[src/rtl/uart_tx_module.sv]
// 8-bit UART transmitter: start bit, 8 data bits LSB first, optional parity, 1 or 2 stop bits.
// Define UART_TX_PARITY_EN to build the parity stage; PARITY_ODD then selects odd parity.
module uart_tx_module #(
    parameter int unsigned CLKS_PER_BIT = 16,
    parameter int unsigned STOP_BITS    = 1,
    parameter int unsigned PARITY_ODD   = 0
) (
    input  logic       clk,
    input  logic       rst,
    input  logic [7:0] tx_data,
    input  logic       tx_valid,
    output logic       tx_ready,
    output logic       tx,
    output logic       busy,
    output logic [2:0] state
);

    localparam int unsigned     CntW     = $clog2(CLKS_PER_BIT);
    localparam logic [CntW-1:0] CntMax   = CntW'(CLKS_PER_BIT - 1);
    localparam logic [2:0]      LastStop = 3'(STOP_BITS - 1);

    if (CLKS_PER_BIT < 2 || CLKS_PER_BIT > 65535 || (STOP_BITS != 1 && STOP_BITS != 2) ||
        PARITY_ODD > 1) begin : g_param_check
        $error("uart_tx_module: illegal parameter value");
    end

    typedef enum logic [2:0] {
        StIdle   = 3'd0,
        StStart  = 3'd1,
        StData   = 3'd2,
        StParity = 3'd3,
        StStop   = 3'd4
    } state_e;

    state_e          state_q, state_d;
    logic [CntW-1:0] cnt_q, cnt_d;
    logic [2:0]      bit_idx_q, bit_idx_d;
    logic [7:0]      shift_q, shift_d;
    logic            tx_q, tx_d;
    logic            ready_q, ready_d;
    logic            busy_q, busy_d;
    logic            bit_done;

`ifdef UART_TX_PARITY_EN
    localparam logic ParityInit = 1'(PARITY_ODD);
    logic parity_q, parity_d;
`endif

    assign bit_done = (cnt_q == CntMax);

    always_comb begin
        state_d   = state_q;
        cnt_d     = cnt_q;
        bit_idx_d = bit_idx_q;
        shift_d   = shift_q;
        tx_d      = tx_q;
`ifdef UART_TX_PARITY_EN
        parity_d  = parity_q;
`endif

        // Baud counter free-runs in every non-idle state and wraps on each bit boundary.
        if (state_q != StIdle) begin
            cnt_d = bit_done ? '0 : cnt_q + CntW'(1);
        end

        case (state_q)
            StIdle: begin
                cnt_d     = '0;
                bit_idx_d = '0;
                tx_d      = 1'b1;
                if (tx_valid && ready_q) begin
                    shift_d = tx_data;
                    state_d = StStart;
                    tx_d    = 1'b0;
`ifdef UART_TX_PARITY_EN
                    parity_d = (^tx_data) ^ ParityInit;
`endif
                end
            end
            StStart: begin
                if (bit_done) begin
                    state_d = StData;
                    tx_d    = shift_q[0];
                end
            end
            StData: begin
                if (bit_done) begin
                    shift_d = shift_q >> 1;
                    if (bit_idx_q == 3'd7) begin
                        bit_idx_d = '0;
`ifdef UART_TX_PARITY_EN
                        state_d   = StParity;
                        tx_d      = parity_q;
`else
                        state_d   = StStop;
                        tx_d      = 1'b1;
`endif
                    end else begin
                        bit_idx_d = bit_idx_q + 3'd1;
                        // shift_q[1] becomes shift_d[0]: the next bit on the line
                        tx_d      = shift_q[1];
                    end
                end
            end
`ifdef UART_TX_PARITY_EN
            StParity: begin
                if (bit_done) begin
                    state_d = StStop;
                    tx_d    = 1'b1;
                end
            end
`endif
            StStop: begin
                tx_d = 1'b1;
                if (bit_done) begin
                    if (bit_idx_q == LastStop) begin
                        state_d   = StIdle;
                        bit_idx_d = '0;
                    end else begin
                        bit_idx_d = bit_idx_q + 3'd1;
                    end
                end
            end
            default: begin
                state_d   = StIdle;
                cnt_d     = '0;
                bit_idx_d = '0;
                tx_d      = 1'b1;
            end
        endcase

        ready_d = (state_d == StIdle);
        busy_d  = (state_d != StIdle);
    end

    always_ff @(posedge clk) begin
        if (rst) begin
            state_q   <= StIdle;
            cnt_q     <= '0;
            bit_idx_q <= '0;
            shift_q   <= '0;
            tx_q      <= 1'b1;
            ready_q   <= 1'b1;
            busy_q    <= 1'b0;
        end else begin
            state_q   <= state_d;
            cnt_q     <= cnt_d;
            bit_idx_q <= bit_idx_d;
            shift_q   <= shift_d;
            tx_q      <= tx_d;
            ready_q   <= ready_d;
            busy_q    <= busy_d;
        end
    end

`ifdef UART_TX_PARITY_EN
    always_ff @(posedge clk) begin
        if (rst) begin
            parity_q <= 1'b0;
        end else begin
            parity_q <= parity_d;
        end
    end
`endif

    assign tx       = tx_q;
    assign tx_ready = ready_q;
    assign busy     = busy_q;
    assign state    = state_q;

endmodule
[config.mk]
export PLATFORM = sky130hd
export DESIGN_NAME = uart_tx_module
export DESIGN_NICKNAME = d
export VERILOG_FILES = /design/src/rtl/uart_tx_module.sv
export SDC_FILE = /design/constraint.sdc
export NUM_CORES = 1
export LEC_CHECK = 0
export ABC_AREA = 0
export ABC_CLOCK_PERIOD_IN_PS = 2400
export CAP_MARGIN = 40
export CELL_PAD_IN_SITES_DETAIL_PLACEMENT = 0
export CELL_PAD_IN_SITES_GLOBAL_PLACEMENT = 1
export CORE_MARGIN = 2
export CORE_UTILIZATION = 42
export DETAILED_ROUTE_END_ITERATION = 8
export PLACE_DENSITY = 0.82
export SETUP_SLACK_MARGIN = 0.4
export SLEW_MARGIN = 20
export SYNTH_ARGS = -nofsm -noshare
export SYNTH_HDL_FRONTEND = slang
export SYNTH_SLANG_ARGS = --single-unit
[constraint.sdc]
create_clock -name clk -period 2.4 [get_ports clk]
set_input_delay 0.6 -clock clk [delete_from_list [all_inputs] [get_ports clk]]
set_output_delay 0.6 -clock clk [all_outputs]
set_load 0.005 [all_outputs]
* Word-level counts from Yosys, hierarchy flattened
Index checks and enable logic that the tools add are counted.
** Word-level totals
- Register bits :: 21
- Input port bits :: 11
- Output and inout port bits :: 6
** Operators by class
- Add/sub/neg operators :: 2
- Equal/unequal tests :: 9
- Mux-type cells :: 21
- Bitwise operators :: 2
- Reductions and logical operators :: 12
** Operator list (number)
- 3-bit 2-to-1 mux :: 10
- 8-bit 2-to-1 mux :: 2
- 8-bit case mux with 2 select lines :: 1
- 3-bit case mux with 4 select lines :: 1
- 3-bit logical NOT :: 3
- 3-bit case mux with 3 select lines :: 1
- 2-bit != test, second input constant :: 4
- 3-bit == test, second input constant :: 2
- 3-bit AND reduction :: 2
- 3-bit nonzero test :: 2
- 4-bit by 1-bit adder with 4-bit output, second input constant :: 1
- 4-bit == test, second input constant :: 1
- 1-bit 2-to-1 mux :: 4
- 4-bit 2-to-1 mux :: 1
- 3-bit by 1-bit adder with 3-bit output, second input constant :: 1
- 3-bit by 1-bit == test with 1-bit output, second input constant :: 1
- 3-bit by 2-bit == test with 1-bit output, second input constant :: 1
- 1-bit case mux with 3 select lines :: 1
- 3-bit OR reduction :: 1
- 1-bit inverter :: 2
- 2-bit AND reduction :: 1
- 2-bit nonzero test :: 1
- 2-bit OR reduction :: 1
- 1-bit logical AND :: 1

* Depth between registers and ports, before layout
- Word-level depth :: 5
- Depth in mapped cells :: 6
- Gate-level depth less buffers :: 6

* Least setup slack after synthesis
OpenSTA, ideal clock, no wires.
- Path type :: input to register
- Start point :: in tx_valid
- End point :: reg shift_q[4]
- Setup time :: 0.086 ns
- Arrival :: 1.415 ns
- Setup slack :: 0.899 ns
- Stages :: 5
- Path buffers :: 1
- Path through :: nand3b_1 a211oi_4 buf_6 nor2_1 a211oi_1
** On the way
- Cells in the longest elaborated chain, start to end :: 3
** Ends and longest elaborated chain
- start, declared :: line 11 : input logic tx_valid,
- 1-bit logical AND :: line 71 : if (tx_valid && ready_q) begin
- 2-bit != test (no line)
- 3-bit AND reduction (no line)
- end signal, assigned :: line 149 : shift_q <= shift_d;
- end, declared :: line 38 : logic [7:0] shift_q, shift_d;
No other way between the ends.
A chain may end at the register's enable or synchronous reset.

* Final worst setup path
- Start point :: reg state_q[1], in the netlist state[1]
- End point :: out state[1]
** RTL lines
- start, declared :: line 35 : state_e state_q, state_d;
- start signal, assigned :: line 138 : state_q <= StIdle;
- start signal, assigned :: line 146 : state_q <= state_d;
- end, declared :: line 15 : output logic [2:0] state
No word-level cell between the ends.

==> run_summary.xml <==
<?xml version="1.0" encoding="UTF-8"?>
<metrics>
  <group name="place">
    <metric name="place.detailed.hpwl" unit="um">1620</metric>
    <metric name="place_inst" unit="">167</metric>
    <metric name="detailedPlace.worstSlack" unit="ns">0.359</metric>
    <metric name="place.port_buffers" unit="">16</metric>
    <metric name="gp_congestion" unit="">0.729</metric>
  </group>
  <group name="sta">
    <metric name="achievable_frequency" unit="MHz">527</metric>
    <metric name="unrepaired_setup_endpoints_after_global_routing" unit="">false</metric>
    <metric name="setup_viol" unit="">0</metric>
    <metric name="final.hold.worst_slack" unit="ns">0.488</metric>
    <metric name="setup_slack" unit="ns">0.501</metric>
    <metric name="layout_min_cycle_time" unit="ns">1.90</metric>
    <metric name="finalClockSkew" unit="ns">0.00314</metric>
    <metric name="final.period_utilization" unit="%">79.1</metric>
    <metric name="report.final.hold_viol_count" unit="">0</metric>
    <metric name="measured_slew_at_the_worst_slew_check_pin" unit="ns">0.529</metric>
    <metric name="setup_tns" unit="ns">0</metric>
    <metric name="report.final.slew_viol_count" unit="">0</metric>
    <metric name="remaining_max_slew_budget_at_the_tightest_pin" unit="%">64.8</metric>
  </group>
  <group name="floorplan">
    <metric name="die-height" unit="um">55.5</metric>
    <metric name="floorplan.initialDensity" unit="%">44.5</metric>
    <metric name="core_area" unit="mm2">0.00250</metric>
    <metric name="floorplan.die.width" unit="um">55.5</metric>
    <metric name="floorplan.rows" unit="">18</metric>
    <metric name="die_area" unit="mm2">0.00308</metric>
    <metric name="top_level_ports" unit="">17</metric>
  </group>
  <group name="hold_path">
    <metric name="min_from" unit="">shift_q[7]</metric>
    <metric name="min_to" unit="">shift_q[7]</metric>
    <metric name="whs_path_depth" unit="">2</metric>
    <metric name="timing.hold.worst.class" unit="">reg2reg</metric>
  </group>
  <group name="power_and_ir_drop">
    <metric name="switching_power" unit="uW">156</metric>
    <metric name="design_power_total" unit="uW">636</metric>
    <metric name="power.ir.vdd_worst" unit="mV">0.391</metric>
    <metric name="power_frac_clock" unit="%">26.6</metric>
    <metric name="p_leak" unit="nW">0.547</metric>
    <metric name="internal-power" unit="uW">480</metric>
    <metric name="power.switching_fraction" unit="%">24.5</metric>
    <metric name="seqPwrFrac" unit="%">59.8</metric>
    <metric name="power.share.combinational" unit="%">13.6</metric>
    <metric name="pwr_density_cell" unit="mW/mm2">486</metric>
  </group>
  <group name="routing">
    <metric name="detail_route.wirelength" unit="um">2210</metric>
    <metric name="drt_pre_antenna_iters" unit="">4</metric>
    <metric name="drtAntennaViolNets" unit="">0</metric>
    <metric name="dr_vias_cell" unit="">5.53</metric>
    <metric name="vias" unit="">945</metric>
    <metric name="post_drt_wl_per_cell" unit="um">12.9</metric>
    <metric name="drt_first_iter_violations" unit="">21</metric>
    <metric name="post-route-drc-count" unit="">0</metric>
  </group>
  <group name="synth">
    <metric name="yosys_most_used_dff" unit="">dfxtp_1</metric>
    <metric name="synth_mux_area_share" unit="%">8.09</metric>
    <metric name="synth_compound_gate_area_share" unit="%">21.0</metric>
    <metric name="area_contributors_post_synth" unit="">dfxtp_1, mux2i_1, nor2_1, a211oi_1, ha_1</metric>
    <metric name="post_synth_num_cell_types" unit="">35</metric>
    <metric name="synth.cell_area" unit="mm2">0.00111</metric>
    <metric name="number_of_flops_mapped_to_enable_cells_by_yosys" unit="">0</metric>
    <metric name="flops_latches_synth" unit="">21</metric>
    <metric name="netlist.area_leader.share" unit="%">37.8</metric>
    <metric name="synth-xor-area-share" unit="%">0.787</metric>
    <metric name="post_synth_and_or_nand_nor_area_fraction" unit="%">20.4</metric>
    <metric name="synth-warning-count" unit="">0</metric>
    <metric name="ys_seq_area_share" unit="%">37.8</metric>
    <metric name="syn_nets" unit="">141</metric>
    <metric name="synth_top_family_by_area" unit="">compound AO/OA/AOI/OAI gates</metric>
    <metric name="post_synth.cell_area_avg" unit="um2">8.84</metric>
    <metric name="synthCells" unit="">126</metric>
    <metric name="synth_area_leader_cell" unit="">dfxtp_1</metric>
    <metric name="synthAdderAreaFrac" unit="%">4.49</metric>
    <metric name="synth-async-reset-ratio" unit="%">0</metric>
  </group>
  <group name="global_routing">
    <metric name="global_route.usage.met1" unit="%">20.8</metric>
    <metric name="use_met3" unit="%">2.34</metric>
    <metric name="gr-max-usage-layer" unit="">met2</metric>
    <metric name="met2_usage" unit="%">24.0</metric>
    <metric name="wire_length_of_the_first_global_routing_pass" unit="um">3850</metric>
    <metric name="first_global_vias" unit="">843</metric>
    <metric name="gr-usage-all-layers" unit="%">15.1</metric>
    <metric name="globalRouteOverflowTotal" unit="">0</metric>
    <metric name="antenna_violations_before_repair" unit="">0</metric>
    <metric name="grt_max_degree" unit="">16</metric>
  </group>
  <group name="setup_path">
    <metric name="reg2reg_setup_slack" unit="ns">0.55</metric>
    <metric name="cp_top_family" unit="">buffers and inverters</metric>
    <metric name="cp_slowest_cell" unit="">clkdlybuf4s50_1</metric>
    <metric name="r2r-end" unit="">tx_ready</metric>
    <metric name="cp_num_buf_inv" unit="">1</metric>
    <metric name="timing.critical_path.required" unit="ns">1.80</metric>
    <metric name="worst-r2r-cell-count" unit="">5</metric>
    <metric name="critical_path_arrival" unit="ns">1.30</metric>
    <metric name="worstPathMaxFanout" unit="">12</metric>
    <metric name="reg2reg_from" unit="">cnt_q[0]</metric>
    <metric name="critical_path_class" unit="">reg2out</metric>
    <metric name="startpoint_type" unit="">flop</metric>
    <metric name="worst_setup_ep_type" unit="">output pin</metric>
    <metric name="worstPathCellList" unit="">clkdlybuf4s50_1</metric>
    <metric name="critical-path-max-stage-delay" unit="ns">0.55</metric>
  </group>
  <group name="clock_network">
    <metric name="clock_sink_count" unit="">21</metric>
    <metric name="ctsHoldBuffers" unit="">0</metric>
    <metric name="clkTransAtPathRegs" unit="ns">0.11</metric>
    <metric name="tritoncts" unit="">done</metric>
    <metric name="h-tree-depth" unit="">1</metric>
    <metric name="cts_buffer_depth" unit="">2</metric>
    <metric name="cts-buffers-inserted" unit="">3</metric>
    <metric name="cts_root_buffer" unit="">clkbuf_4</metric>
    <metric name="insertion_delay" unit="ns">0.30</metric>
  </group>
  <group name="finish">
    <metric name="num_antenna_cells" unit="">0</metric>
    <metric name="most-common-layout-cells" unit="">dfxtp_1, nor2_1, clkdlybuf4s50_1, mux2i_1</metric>
    <metric name="leading_cell_type_in_the_layout_fill_and_taps_excluded" unit="">dfxtp_1</metric>
    <metric name="final-instance-count-excl-fill" unit="">171</metric>
    <metric name="post_route_cells_drive_above_1_share" unit="%">9.22</metric>
    <metric name="flow.area_growth_from_synthesis" unit="%">17.5</metric>
    <metric name="finalNetCount" unit="">157</metric>
  </group>
  <group name="run">
    <metric name="drv.max_cap_violation_count" unit="">0</metric>
  </group>
  <group name="outcome">
    <metric name="run_status" unit="">completed</metric>
  </group>
</metrics>
## how the worst max path moves through the flow
stage	cells after the start	startpoint	to
2_1_floorplan	5	tx_valid	shift_q[4]
3_3_place_gp	6	tx_valid	shift_q[5]
3_5_place_dp	6	tx_valid	shift_q[1]
4_1_cts	1	state[2]	state[2]
5_1_grt	5	cnt_q[0]	tx_ready
6_report	1	state[1]	state[1]
## power by group through the flow
stage / Combinational (mW) / Clock [mW] / Sequential [mW]
2_1_floorplan: 0.0544 / 0 / 0.384
3_5_place_dp: 0.0869 / 0 / 0.389
4_1_cts: 0.0874 / 0.176 / 0.382
3_3_place_gp: 0.0853 / 0 / 0.389
6_report: 0.0863 / 0.169 / 0.380
5_1_grt: 0.0963 / 0.189 / 0.383
## state kept, by name, summed over array words and instances (netlist names)
register,flops
bit_idx_q,3
busy,1
cnt_q,4
shift_q,8
state,3
tx,1
tx_ready,1
## through the flow
stage	utilization [%]	instance area, um2
finish	52.4	1310
detailed placement	51.0	1270
CTS	52.2	1300
global route	52.4	1310
global placement	51.0	1270
floorplan	-	1110
## cells by family (layout without fill, tap and decap cells)
kind of cell	count (synthesis)	count (layout)
AND/OR/NAND/NOR	43	43
flip-flops	21	21
AO/OA/AOI/OAI	33	33
adder cells (fa/ha/maj)	4	4
buffers and inverters	15	30
XOR/XNOR	1	1
multiplexers	9	9
## area by class of cell
| class | instances | area [um2] |
|---|---|---|
| clock buffer | 4 | 26.3 |
| fill | 240 | 1190 |
| inverter | 8 | 30.0 |
| multi-input combinational | 90 | 611 |
| sequential | 21 | 429 |
| tap | 30 | 37.5 |
| timing repair buffer | 18 | 175 |
## synthesized netlist by cell type, types with 2 or more instances
| cell type | n |
|---|---|
| buf_6 | 3 |
| dfxtp_1 | 21 |
| nand4_1 | 2 |
| a21o_1 | 3 |
| buf_2 | 3 |
| ha_1 | 4 |
| nor2_1 | 17 |
| nand3_1 | 2 |
| nor3_1 | 2 |
| nand2b_1 | 3 |
| inv_1 | 8 |
| a21oi_1 | 8 |
| a211oi_1 | 8 |
| or2b_1 | 2 |
| nand2_1 | 4 |
| mux2i_1 | 9 |
| nand3b_1 | 2 |
| or3b_1 | 2 |
| o21ai_0 | 6 |
| and3_1 | 2 |
## timing repair
action	in CTS	in global routing
setup endpoints to repair	3	2
cloned	0	0
setup buffers	0	0
endpoints found under the hold margin	0	0
gates resized for setup	3	2
## layer usage
metal	routed length (um)	vias to the layer above	part of all wire, %
met2	1020	14	46
li1	-	479	-
met1	1110	450	50
met4	10	0	0.45
met3	67	2	3.0
met5	0	-	0
Note: power is estimated with default switching activity, not from simulation.
